[config.mk]
export PLATFORM = sky130hd
export DESIGN_NAME = tcbm_responder
export DESIGN_NICKNAME = d
export VERILOG_FILES = /design/src/rtl/tcbm_responder_pkg.sv /design/src/rtl/tcbm_responder_sync_ff.sv /design/src/rtl/tcbm_responder.sv
export SDC_FILE = /design/constraint.sdc
export NUM_CORES = 1
export LEC_CHECK = 0
export CORE_UTILIZATION = 55
export CTS_CLUSTER_DIAMETER = 120
export DETAILED_ROUTE_END_ITERATION = 8
export DONT_BUFFER_PORTS = 1
export PLACE_DENSITY = 0.7
export SLEW_MARGIN = 10
export SYNTH_ARGS = -nofsm -noshare
export SYNTH_HDL_FRONTEND = slang
export SYNTH_SLANG_ARGS = --single-unit
[constraint.sdc]
create_clock -name clock -period 3.56 [get_ports clock]
set_input_delay 0.356 -clock clock [delete_from_list [all_inputs] [get_ports clock]]
set_output_delay 0.356 -clock clock [all_outputs]
set_load 0.05 [all_outputs]
[src/rtl/tcbm_responder_pkg.sv]
// Shared TCBM definitions: transfer code bytes, responder state encoding and
// code classification helpers.
package tcbm_responder_pkg;

  localparam logic [7:0] TCBM_CMD = 8'h81;
  localparam logic [7:0] TCBM_WR  = 8'h82;
  localparam logic [7:0] TCBM_RD  = 8'h83;
  localparam logic [7:0] TCBM_ST  = 8'h84;

  typedef enum logic [2:0] {
    IDLE      = 3'd0,
    CODE_REL  = 3'd1,
    DATA_WAIT = 3'd2,
    WR_HOLD   = 3'd3,
    RD_HOLD   = 3'd4,
    DATA_REL  = 3'd5
  } state_t;

  function automatic logic is_legal(input logic [7:0] code);
    return code inside {TCBM_CMD, TCBM_WR, TCBM_RD, TCBM_ST};
  endfunction

  function automatic logic is_read(input logic [7:0] code);
    return code inside {TCBM_RD, TCBM_ST};
  endfunction

  // 0x81..0x84 map onto 0..3, the index reported on rx_code/tx_code.
  function automatic logic [1:0] code_idx(input logic [7:0] code);
    return 2'(code[2:0] - 3'd1);
  endfunction

endpackage

[src/rtl/tcbm_responder_sync_ff.sv]
// Parameterised-depth synchroniser for an asynchronous single-bit input;
// resets to 1 so an idle active-low strobe looks inactive.
module sync_ff #(
  parameter int STAGES = 2
) (
  input  logic clock,
  input  logic reset,
  input  logic d,
  output logic q
);

  logic [STAGES-1:0] chain;

  // NOTE: sequential state uses non-blocking assignments so every flop
  // samples the pre-edge value of its neighbour, forming a real shift chain.
  always_ff @(posedge clock or posedge reset) begin
    if (reset) chain <= '1;
    else       chain <= {chain[STAGES-2:0], d};
  end

  assign q = chain[STAGES-1];

endmodule

[src/rtl/tcbm_responder.sv]
// Drive-side TCBM responder: answers the host's DAV_n/ACK_n handshake and
// bridges write bytes out and read bytes in over valid/ready streams.
module tcbm_responder
  import tcbm_responder_pkg::*;
#(
  parameter int SYNC_STAGES = 2,
  parameter int TIMEOUT     = 65535,
  parameter int CNT_WIDTH   = 16
) (
  input  logic       clock,
  input  logic       reset,
  input  logic       dav_n,
  input  logic [7:0] data_in,
  output logic [7:0] data_out,
  output logic       data_oe,
  output logic       ack_n,
  output logic [1:0] status,
  output logic       rx_valid,
  output logic [7:0] rx_data,
  output logic [1:0] rx_code,
  input  logic       rx_ready,
  output logic       tx_req,
  output logic [1:0] tx_code,
  input  logic       tx_valid,
  input  logic [7:0] tx_data,
  input  logic [1:0] tx_status,
  output logic       tx_ready,
  output logic       err
);

  localparam logic [CNT_WIDTH-1:0] TO_LAST = CNT_WIDTH'(TIMEOUT - 1);

  logic dav_s, dav_prev, armed, fall, rise;
  logic [SYNC_STAGES-1:0] settle;

  sync_ff #(.STAGES(SYNC_STAGES)) u_dav_sync (
    .clock (clock),
    .reset (reset),
    .d     (dav_n),
    .q     (dav_s)
  );

  // Edges are only trusted once the chain holds real pin samples and DAV has
  // been seen high, so a DAV already low at reset exit is not taken as a fall.
  always_ff @(posedge clock or posedge reset) begin
    if (reset) begin
      settle   <= '0;
      armed    <= 1'b0;
      dav_prev <= 1'b1;
    end else begin
      settle   <= {settle[SYNC_STAGES-2:0], 1'b1};
      armed    <= armed | (settle[SYNC_STAGES-1] & dav_s);
      dav_prev <= dav_s;
    end
  end

  assign fall = armed &  dav_prev & ~dav_s;
  assign rise = armed & ~dav_prev &  dav_s;

  state_t               state, state_d;
  logic                 void_q, void_d, rd_q, rd_d;
  logic [1:0]           code_q, code_d;
  logic [CNT_WIDTH-1:0] cnt, cnt_d;
  logic                 counting;
  logic                 ack_n_d, data_oe_d, rx_valid_d, tx_req_d, tx_ready_d, err_d;
  logic [7:0]           data_out_d, rx_data_d;
  logic [1:0]           status_d, rx_code_d, tx_code_d;

  assign counting = (state == CODE_REL) || (state == DATA_WAIT) || (state == DATA_REL);

  // NOTE: every signal written here gets a default first, so no path leaves
  // one unassigned and no latch is inferred.
  always_comb begin
    state_d    = state;
    void_d     = void_q;
    rd_d       = rd_q;
    code_d     = code_q;
    ack_n_d    = ack_n;
    data_oe_d  = data_oe;
    data_out_d = data_out;
    status_d   = status;
    rx_valid_d = rx_valid;
    rx_data_d  = rx_data;
    rx_code_d  = rx_code;
    tx_req_d   = tx_req;
    tx_code_d  = tx_code;
    tx_ready_d = 1'b0;
    err_d      = 1'b0;

    case (state)
      IDLE: if (fall) begin
        code_d  = code_idx(data_in);
        rd_d    = is_read(data_in);
        void_d  = !is_legal(data_in);
        err_d   = !is_legal(data_in);
        ack_n_d = 1'b0;
        state_d = CODE_REL;
      end
      CODE_REL: if (rise) begin
        ack_n_d = 1'b1;
        if (void_q) begin
          state_d = IDLE;
        end else begin
          state_d = DATA_WAIT;
          if (rd_q) begin
            tx_req_d  = 1'b1;
            tx_code_d = code_q;
          end
        end
      end
      DATA_WAIT: if (fall) begin
        if (rd_q) begin
          state_d = RD_HOLD;
        end else begin
          rx_data_d  = data_in;
          rx_code_d  = code_q;
          rx_valid_d = 1'b1;
          state_d    = WR_HOLD;
        end
      end
      WR_HOLD: if (rx_valid && rx_ready) begin
        rx_valid_d = 1'b0;
        ack_n_d    = 1'b0;
        state_d    = DATA_REL;
      end
      // tx_ready is high exactly the cycle after the byte was loaded, so it
      // doubles as the "data has been stable for a clock" marker.
      RD_HOLD: if (tx_ready) begin
        ack_n_d = 1'b0;
        state_d = DATA_REL;
      end else if (tx_valid) begin
        tx_ready_d = 1'b1;
        data_out_d = tx_data;
        status_d   = tx_status;
        data_oe_d  = 1'b1;
        tx_req_d   = 1'b0;
      end
      DATA_REL: if (rise) begin
        ack_n_d   = 1'b1;
        data_oe_d = 1'b0;
        status_d  = 2'b00;
        state_d   = IDLE;
      end
      default: state_d = IDLE;
    endcase

    if (TIMEOUT != 0 && counting && cnt == TO_LAST) begin
      err_d      = 1'b1;
      ack_n_d    = 1'b1;
      data_oe_d  = 1'b0;
      rx_valid_d = 1'b0;
      tx_req_d   = 1'b0;
      state_d    = IDLE;
    end

    if (state_d != state) cnt_d = '0;
    else if (counting)    cnt_d = cnt + CNT_WIDTH'(1);
    else                  cnt_d = cnt;
  end

  always_ff @(posedge clock or posedge reset) begin
    if (reset) state <= IDLE;
    else       state <= state_d;
  end

  always_ff @(posedge clock or posedge reset) begin
    if (reset) begin
      void_q   <= 1'b0;
      rd_q     <= 1'b0;
      code_q   <= 2'b00;
      cnt      <= '0;
      ack_n    <= 1'b1;
      data_oe  <= 1'b0;
      data_out <= 8'h00;
      status   <= 2'b00;
      rx_valid <= 1'b0;
      rx_data  <= 8'h00;
      rx_code  <= 2'b00;
      tx_req   <= 1'b0;
      tx_code  <= 2'b00;
      tx_ready <= 1'b0;
      err      <= 1'b0;
    end else begin
      void_q   <= void_d;
      rd_q     <= rd_d;
      code_q   <= code_d;
      cnt      <= cnt_d;
      ack_n    <= ack_n_d;
      data_oe  <= data_oe_d;
      data_out <= data_out_d;
      status   <= status_d;
      rx_valid <= rx_valid_d;
      rx_data  <= rx_data_d;
      rx_code  <= rx_code_d;
      tx_req   <= tx_req_d;
      tx_code  <= tx_code_d;
      tx_ready <= tx_ready_d;
      err      <= err_d;
    end
  end

endmodule
-- Word-level counts from Yosys, hierarchy flattened
Cells that the tools add are included.
W data, S select, Z words.
- bitwise operators: 11
- reductions and logical operators: 24
- multiplexer cells: 44
- equal/unequal tests: 26
- add/subtract/negate cells: 2
- operator list (kind ; count):
    $eq A8 B8 Y1 const B ; 4
    $mux W16 ; 2
    $mux W1 ; 24
    $mux W3 ; 8
    $ne A3 B2 Y1 const B ; 6
    $pmux W3 S6 ; 1
    $add A16 B1 Y16 const B ; 1
    $eq A16 B16 Y1 const B ; 1
    $reduce_and A4 Y1 ; 4
    $ne A3 B3 Y1 const B ; 5
    $reduce_bool A3 Y1 ; 3
    $mux W2 ; 4
    $eq A3 B2 Y1 const B ; 2
    $eq A3 B3 Y1 const B ; 2
    $ne A2 B2 Y1 const B ; 3
    $pmux W1 S2 ; 3
    $reduce_and A3 Y1 ; 2
    $reduce_and A6 Y1 ; 1
    $reduce_bool A2 Y1 ; 3
    $and A1 B1 Y1 ; 5
    $not A1 Y1 ; 5
    $reduce_and A5 Y1 ; 1
    $reduce_bool A5 Y1 ; 1
    $pmux W1 S4 ; 1
    13 further kinds ; 15
- register bits: 57
- input bits: 23
- output and inout bits: 28
- logic and storage cells: 127

-- Logic depth before layout (Yosys ltp)
Gate-level depths: netlist of run 1.
- word-level depth: 8
- gate-level depth with buffers: 7
- gate-level depth less buffers: 6

-- Cells and area by module
Synthesis of run 1 repeated with hierarchy kept, for this count alone.
- cells, all modules: 264
- area total of the unflattened synthesis: 2657.5 um2
- modules (own cells, without submodules) (module ; area each (um2) ; cells an instance ; instances):
    tcbm_responder ; 2601.2 ; 261 ; 1
    sync_ff ; 56.3 ; 3 ; 1

-- Least setup slack after synthesis of run 1
OpenSTA, ideal clock, no wires.
- path kind: flip-flop to flip-flop
- start point: register u_dav_sync.chain[1]
- end point: register rx_code[1]
- setup slack: 1.885 ns
- cell stages (with the launch flop): 5
- period minus slack after synthesis: 1.675 ns
- data arrival time: 1.550 ns
- data required time: 3.435 ns
- cell sequence: dfstp_2 and3b_1 nand3_1 clkbuf_1 mux2_2
- word-level cells in the longest chain between the ends: 3
- RTL lines (element ; line ; RTL):
    start: declaration ; tcbm_responder_sync_ff.sv:12 ; logic [STAGES-1:0] chain;
    start signal: assignment ; tcbm_responder_sync_ff.sv:18 ; else chain <= {chain[STAGES-2:0], d};
    $not A1 Y1 ; tcbm_responder.sv:57 ; assign fall = armed & dav_prev & ~dav_s;
    $and A1 B1 Y1 ; tcbm_responder.sv:57 ;
    $reduce_and A3 Y1 (no source line) ; n/a ;
    end signal: assignment ; tcbm_responder.sv:194 ; rx_code <= rx_code_d;
    end: declaration ; tcbm_responder.sv:20 ; output logic [1:0] rx_code,
Every way passes these cells.
A chain may end at the register's enable or synchronous reset.

-- Worst setup path in the final report of run 1
- start point: register state[1]
- end point: register cnt[15]
- word-level cells in the longest chain between the ends: 7
- elaborated cells on any way between the ends: 20
- those cells by class: eq/ne: 6; mux: 9; reduce/logical: 5
- RTL lines (element ; line ; RTL):
    start: declaration ; tcbm_responder.sv:60 ; state_t state, state_d;
    start signal: assignment ; tcbm_responder.sv:163 ; else state <= state_d;
    parallel branches: the longest is 7 deep, another holds $mux W16 ; n/a ;
    end signal: assignment ; tcbm_responder.sv:187 ; cnt <= cnt_d;
    end: declaration ; tcbm_responder.sv:63 ; logic [CNT_WIDTH-1:0] cnt, cnt_d;
Several ways; the timed one is not identified.

==> reports/summary.txt, run 1 <==
Status: finished clean
PostCTS Resize Cnt: 0
Slew Limit Fails: 0
Slew headroom: 34.1%
DRT iter0 DRCs: 120
Synth area leader: dfrtp_1
CP Class: reg -> reg
Worst hold path type: in -> async
Synth Net Count: 281
Multiplexer area fraction after synthesis: 4.61%
CP startpoint: state[1]
Final hold violation count: 0
Cell chosen for the clock root: clkbuf_8
Fmax: 459 MHz
PortBufs: 0
Slew @ Worst Pin: 0.987 ns
Compound-Gate Fraction of Synth Area: 15.8%
Final setup violation count: 0
Syn avg cell area: 10.6 µm²
Reg2Reg Depth: 4
Synth top area cells: dfrtp_1 (50%), nand2_1 (6.3%), mux2_2 (4.2%)
GP Congestion: 0.765
Vias in the first global route: 1868
Largest family of logic cells by synthesized area: simple AND/OR/NAND/NOR gates
Fin crit period: 2.18 ns
Gr busiest metal: met2
Synth Area in Adders: 2.82%
TritonCTS sink count: 57
Drt drc: 0
Die area: 5120 µm²
CTS Hold Bufs: 0
Synth Cell Area: 2660 µm²
Die width: 71.6 µm
Post-synth top area share: 49.8%
Post-synthesis sequential area ratio: 53.8%
Layout area overhead: 10.2%
Top Ports: 51
CP Capture Type: flop
Die height: 71.6 µm
Avg Vias per Cell: 6.09
R2R Path End: cnt[15]
R2r startpoint: state[1]
Met2 Use GR: 31.7%
Initial antenna violation count: 0
Number of synthesized flops with an enable pin: 0
Row cnt: 24
GRT Overall Usage: 21.5%
Reg clk slew, reported paths: 0.06 ns
Dpl hpwl: 3290 µm
Mapped Cells: 252
Synth Area in Simple Gates: 17.6%
Synth warn: 0
Number of fill cells: 372
WL final: 4910 µm
Antenna cells: 0
Largest net degree at the start of global routing: 49
Grt met1 use: 28.9%
GR Util met3: 6.05%
Core Util, Final: 65.1%
Number of library cell types mapped by synthesis: 49
CTS max path bufs: 2
Worst Setup Start Kind: flop
Core Region: 4500 µm²
Main synth FF type: dfrtp_1
Reg2Reg Setup Slack: 1.38 ns
Period utilization: 61.2%
Post-CTS Setup Inserts: 0
Leakage: 1.33 nW
Final ANT Viol Nets: 0
Post-Synth XOR/XNOR Area: 2.30%
DR WL/cell: 15.5 µm
Via count: 1926
Ratio of cells with drive above 1 in the final layout: 15.5%
Power density over cell area: 865 nW/µm²
Worst skew pair latency: 0.33 ns
First-pass GRT wire length: 8340 µm
Initial core utilization: 59.1%
Worst EP arrival: 2.35 ns
# H-tree levels: 3
Worst Clk Skew: 0.00872 ns
Global route overflow: 0
CP required: 3.73 ns
CP Capture Point: cnt[15]
Worst vdd ir: 0.473 mV
Inserted Clock Buffers: 9
Setup_tns: 0 ns
# nets final: 288
Max cap viols: 0
Flop and latch count out of synthesis: 57
Worst-path fanout max: 16
Async S/R FF share, synth: 100%
CTS tree: built
Initial DRT Pass Iterations: 4
RSZ-0062 raised after global routing: false
[per-layer routing]
layer / wire [µm] / part of all wire (%)
met1: 2320 / 47
met2: 2160 / 44
met3: 324 / 6.6
met4: 104 / 2.1
met5: 0 / 0
[logic make-up (layout without fill, tap and decap cells)]
group	Yosys count	count (layout)
AOI/OAI and AO/OA	61	61
xor gates and xnor gates	7	7
adders and majority gates	6	6
buffers and inverters	19	31
DFF	57	57
muxes	11	11
other	1	1
and+or+nand+nor	90	90
[stage by stage]
stage	power [mW]	instance area (µm²)	hold slack, ns	setup WS [ns]	instances
finish	2.54	2930	0.121	1.38	316
global route	2.67	2930	0.129	1.13	316
CTS	2.55	2920	0.00240	1.39	315
detailed placement	1.94	2720	0.346	1.40	299
global placement	1.92	2720	0.332	1.45	299
floorplan	1.82	2660	0.331	1.81	252
[worst max-delay path, cell delays in order (launching register included)]
cell      delay [ns]
dfrtp_1         0.58
nor3b_4         0.46
o211ai_1        0.17
o221ai_2        0.62
a22oi_1         0.19
[cells in the mapped netlist (2+ instances only)]
library cell	instances
a221oi_1	2
mux2_2	10
and3_1	4
a21oi_1	14
a21o_1	2
a22oi_1	9
o21a_1	2
buf_2	4
nor2_1	4
dfstp_2	4
a211oi_1	2
nand3_1	7
o21ai_0	16
nand4_1	3
nand2_1	45
clkbuf_1	5
ha_1	6
or3_1	7
and3b_1	2
o211ai_1	2
nand2b_1	2
o2111ai_1	4
xor2_1	6
nor3_1	2
inv_1	10
dfrtp_1	53
nor4_1	2
nand3b_1	2
[power breakdown]
part           total (mW)  switching [mW]  leakage (nW)  internal, mW
Combinational       0.465           0.259         0.510         0.206
Sequential           1.46           0.642         0.721         0.822
Clock               0.611           0.249         0.103         0.361
[placed cells by master, fill, tap and decap left out, types with 2 or more instances in the layout]
master      n
dfrtp_1    53
nand2_1    45
o21ai_0    16
a21oi_1    14
clkbuf_8   11
mux2_2     10
inv_1       9
a22oi_1     9
nand3_1     7
or3_1       7
xor2_1      6
ha_1        6
nor2_1      4
o2111ai_1   4
and3_1      4
dfstp_2     4
buf_4       4
nand4_1     3
nand3b_1    2
nand2b_1    2
nor4_1      2
and3b_1     2
o211ai_1    2
nor3_1      2
a21o_1      2
o21a_1      2
a211oi_1    2
a221oi_1    2
[sequential cells by signal, indices dropped and copies added (netlist names), 2 cells and up]
name              flops
tx_code               2
code_q                2
rx_code               2
u_dav_sync.chain      2
settle                2
state                 3
status                2
cnt                  16
rx_data               8
data_out              8
[layout make-up]
type	instances	area, µm²	area share [%]
well taps	52	65.1	2.22
flip-flops and latches	57	1430	48.8
inverters	10	37.5	1.28
repair buffers	5	40.0	1.36
clock buffers	12	155	5.29
clock inverters	4	51.3	1.75
multi-input cells	176	1150	39.3
[how the worst min path moves through the flow]
stage / startpoint / end / slack, ns / cells after the start
after CTS: dav_n / u_dav_sync.chain[0] / 0.002 / 0
after floorplan: settle[0] / settle[1] / 0.33 / 0
after global placement: settle[0] / settle[1] / 0.33 / 0
after detailed placement: settle[0] / settle[1] / 0.35 / 0
final: reset / data_out[3] / 0.12 / 1
after global routing: tx_status[1] / status[1] / 0.13 / 2
Power figures use the tool's default switching activity.
==> run 2, diff against run 1 <==
- clock period: 3.56 -> 2.2 ns (I/O delays scaled with it)
==> reports/summary.txt, run 2 (synthesized netlist as in run 1, its figures left out) <==
Final setup violation count: 0 (unchanged)
Biggest register: cnt (unchanged)
Worst slack, placed: 0.272 ns (was 1.40 ns)
CTS max path bufs: 2 (unchanged)
Via count: 1987 (was 1926)
Reg2Reg Setup Slack: 0.24 ns (was 1.38 ns)
Reg2Reg Depth: 5 (was 4)
GP Congestion: 0.850 (was 0.765)
Inserted Clock Buffers: 9 (unchanged)
Period utilization: 89.0% (was 61.2%)
Slew Limit Fails: 0 (unchanged)
Fmax: 511 MHz (was 459 MHz)
Largest regs: cnt x16, data_out x8, rx_data x8 (unchanged)
Antenna cells: 0 (unchanged)
Setup_tns: 0 ns (unchanged)
Initial core utilization: 59.1% (unchanged)
Worst Hold Launch: data_in[3]
Max cap viols: 0 (unchanged)
Pwr Total: 4.03 mW (was 2.54 mW)
WL final: 5250 µm (was 4910 µm)
PortBufs: 0 (unchanged)
Leading cell type in the layout, fill and taps excluded: dfrtp_1 (unchanged)
Leakage: 1.40 nW (was 1.33 nW)
Worst-path fanout max: 13 (was 16)
Inst Count DP: 306 (was 299)
CP Capture Type: flop (unchanged)
Reg clk slew, reported paths: 0.07 ns (was 0.06 ns)
Non-Filler Instances: 335 (was 316)
Die width: 71.6 µm (unchanged)
RSZ-0062 raised after global routing: false (unchanged)
Hold Path End: rx_data[3]
Slew @ Worst Pin: 0.612 ns (was 0.987 ns)
Slew headroom: 59.1% (was 34.1%)
R2r startpoint: state[0] (was state[1])
CP required: 2.44 ns (was 3.73 ns)
Worst EP arrival: 2.20 ns (was 2.35 ns)
Vias in the first global route: 1971 (was 1868)
DR WL/cell: 15.7 µm (was 15.5 µm)
TritonCTS sink count: 57 (unchanged)
Core Region: 4500 µm² (unchanged)
Status: finished clean (unchanged)
PostCTS Resize Cnt: 0 (unchanged)
Die area: 5120 µm² (unchanged)
Worst hold path type: in -> reg (was in -> async)
Worst vdd ir: 0.737 mV (was 0.473 mV)
Ratio of cells with drive above 1 in the final layout: 16.3% (was 15.5%)
Cell chosen for the clock root: clkbuf_8 (unchanged)
Avg Vias per Cell: 5.93 (was 6.09)
First-pass GRT wire length: 8940 µm (was 8340 µm)
Setup WS post-layout: 0.243 ns (was 1.38 ns)
GRT Overall Usage: 23.3% (was 21.5%)
Worst Setup Start Kind: flop (unchanged)
Final hold violation count: 0 (unchanged)
Core Util, Final: 68.4% (was 65.1%)
Dpl hpwl: 3570 µm (was 3290 µm)
# H-tree levels: 3 (unchanged)
CTS Hold Bufs: 13 (was 0)
Worst skew pair latency: 0.34 ns (was 0.33 ns)
R2R Path End: cnt[14] (was cnt[15])
Worst hold stages: 1
Global route overflow: 0 (unchanged)
Worst Clk Skew: 0.00990 ns (was 0.00872 ns)
Largest net degree at the start of global routing: 30 (was 49)
Layout area overhead: 15.7% (was 10.2%)
Fin crit period: 1.96 ns (was 2.18 ns)
Power density over cell area: 1310 nW/µm² (was 865 nW/µm²)
DRT iter0 DRCs: 86 (was 120)
# nets final: 307 (was 288)
Top Ports: 51 (unchanged)
Initial DRT Pass Iterations: 4 (unchanged)
Max reg flops: 16 (unchanged)
Drt drc: 0 (unchanged)
Row cnt: 24 (unchanged)
CP Class: reg -> reg (unchanged)
Die height: 71.6 µm (unchanged)
Post-CTS Setup Inserts: 0 (unchanged)
Leading cell types in the layout, fill and taps excluded: dfrtp_1 (53), nand2_1 (45), o21ai_0 (16) (unchanged)
CTS tree: built (unchanged)
Final ANT Viol Nets: 0 (unchanged)
Initial antenna violation count: 0 (unchanged)
run 2: changes by cell type in the layout (fill, tap and decap cells not counted), sizes merged:
cell / change
dlygate4sd3: +12
buf: +7
bufinv: -1
clkbuf: +1
run 2: final cells by class:
class	instances	area, µm²
flip-flops and latches	57	1430
fillers	340	1430
multi-input cells	176	1150
repair buffers	24	225
clock buffers	13	149
well taps	52	65.1
inverters	10	37.5
clock inverters	3	17.5
run 2: stage by stage:
step / hold WS (ns) / cell area [µm²]
floorplan: 0.224 / 2660
global placement: 0.205 / 2780
detailed placement: 0.211 / 2780
CTS: 0.0203 / 3080
global route: 0.0283 / 3080
finish: 0.0401 / 3080
run 2: where the power goes:
group | leakage, nW | total, mW | switching [mW] | internal (mW)
clock | 0.0834 | 0.821 | 0.385 | 0.436
combinational | 0.600 | 0.915 | 0.519 | 0.396
sequential | 0.721 | 2.30 | 0.964 | 1.33
total | 1.40 | 4.03 | 1.87 | 2.16
run 2: worst max-delay path, stage by stage, from the launching register on:
cell and delay [ns]:
dfrtp_1 0.59, nor2b_1 0.19, buf_4 0.19, o2111ai_4 0.20, or4_1 0.51, a22oi_1 0.18
run 2: worst max path at each step:
| stage | from | to | slack [ns] | cells past startpoint |
|---|---|---|---|---|
| 3_3_place_gp | state[0] | cnt[14] | 0.34 | 5 |
| 5_1_grt | state[0] | cnt[14] | 0.10 | 5 |
| 4_1_cts | state[1] | cnt[1] | 0.27 | 5 |
| 2_1_floorplan | u_dav_sync.chain[1] | rx_code[1] | 0.52 | 4 |
| 6_report | state[0] | cnt[14] | 0.24 | 5 |
| 3_5_place_dp | state[1] | cnt[1] | 0.27 | 5 |
run 2: metal layers:
metal / part of all wire [%] / track usage [%] / vias up
li1: - / - / 961
met1: 46 / 29.8 / 939
met2: 45 / 36.3 / 78
met3: 7.9 / 7.74 / 9
met4: 1.4 / 11.1 / 0
met5: 0 / 0 / -
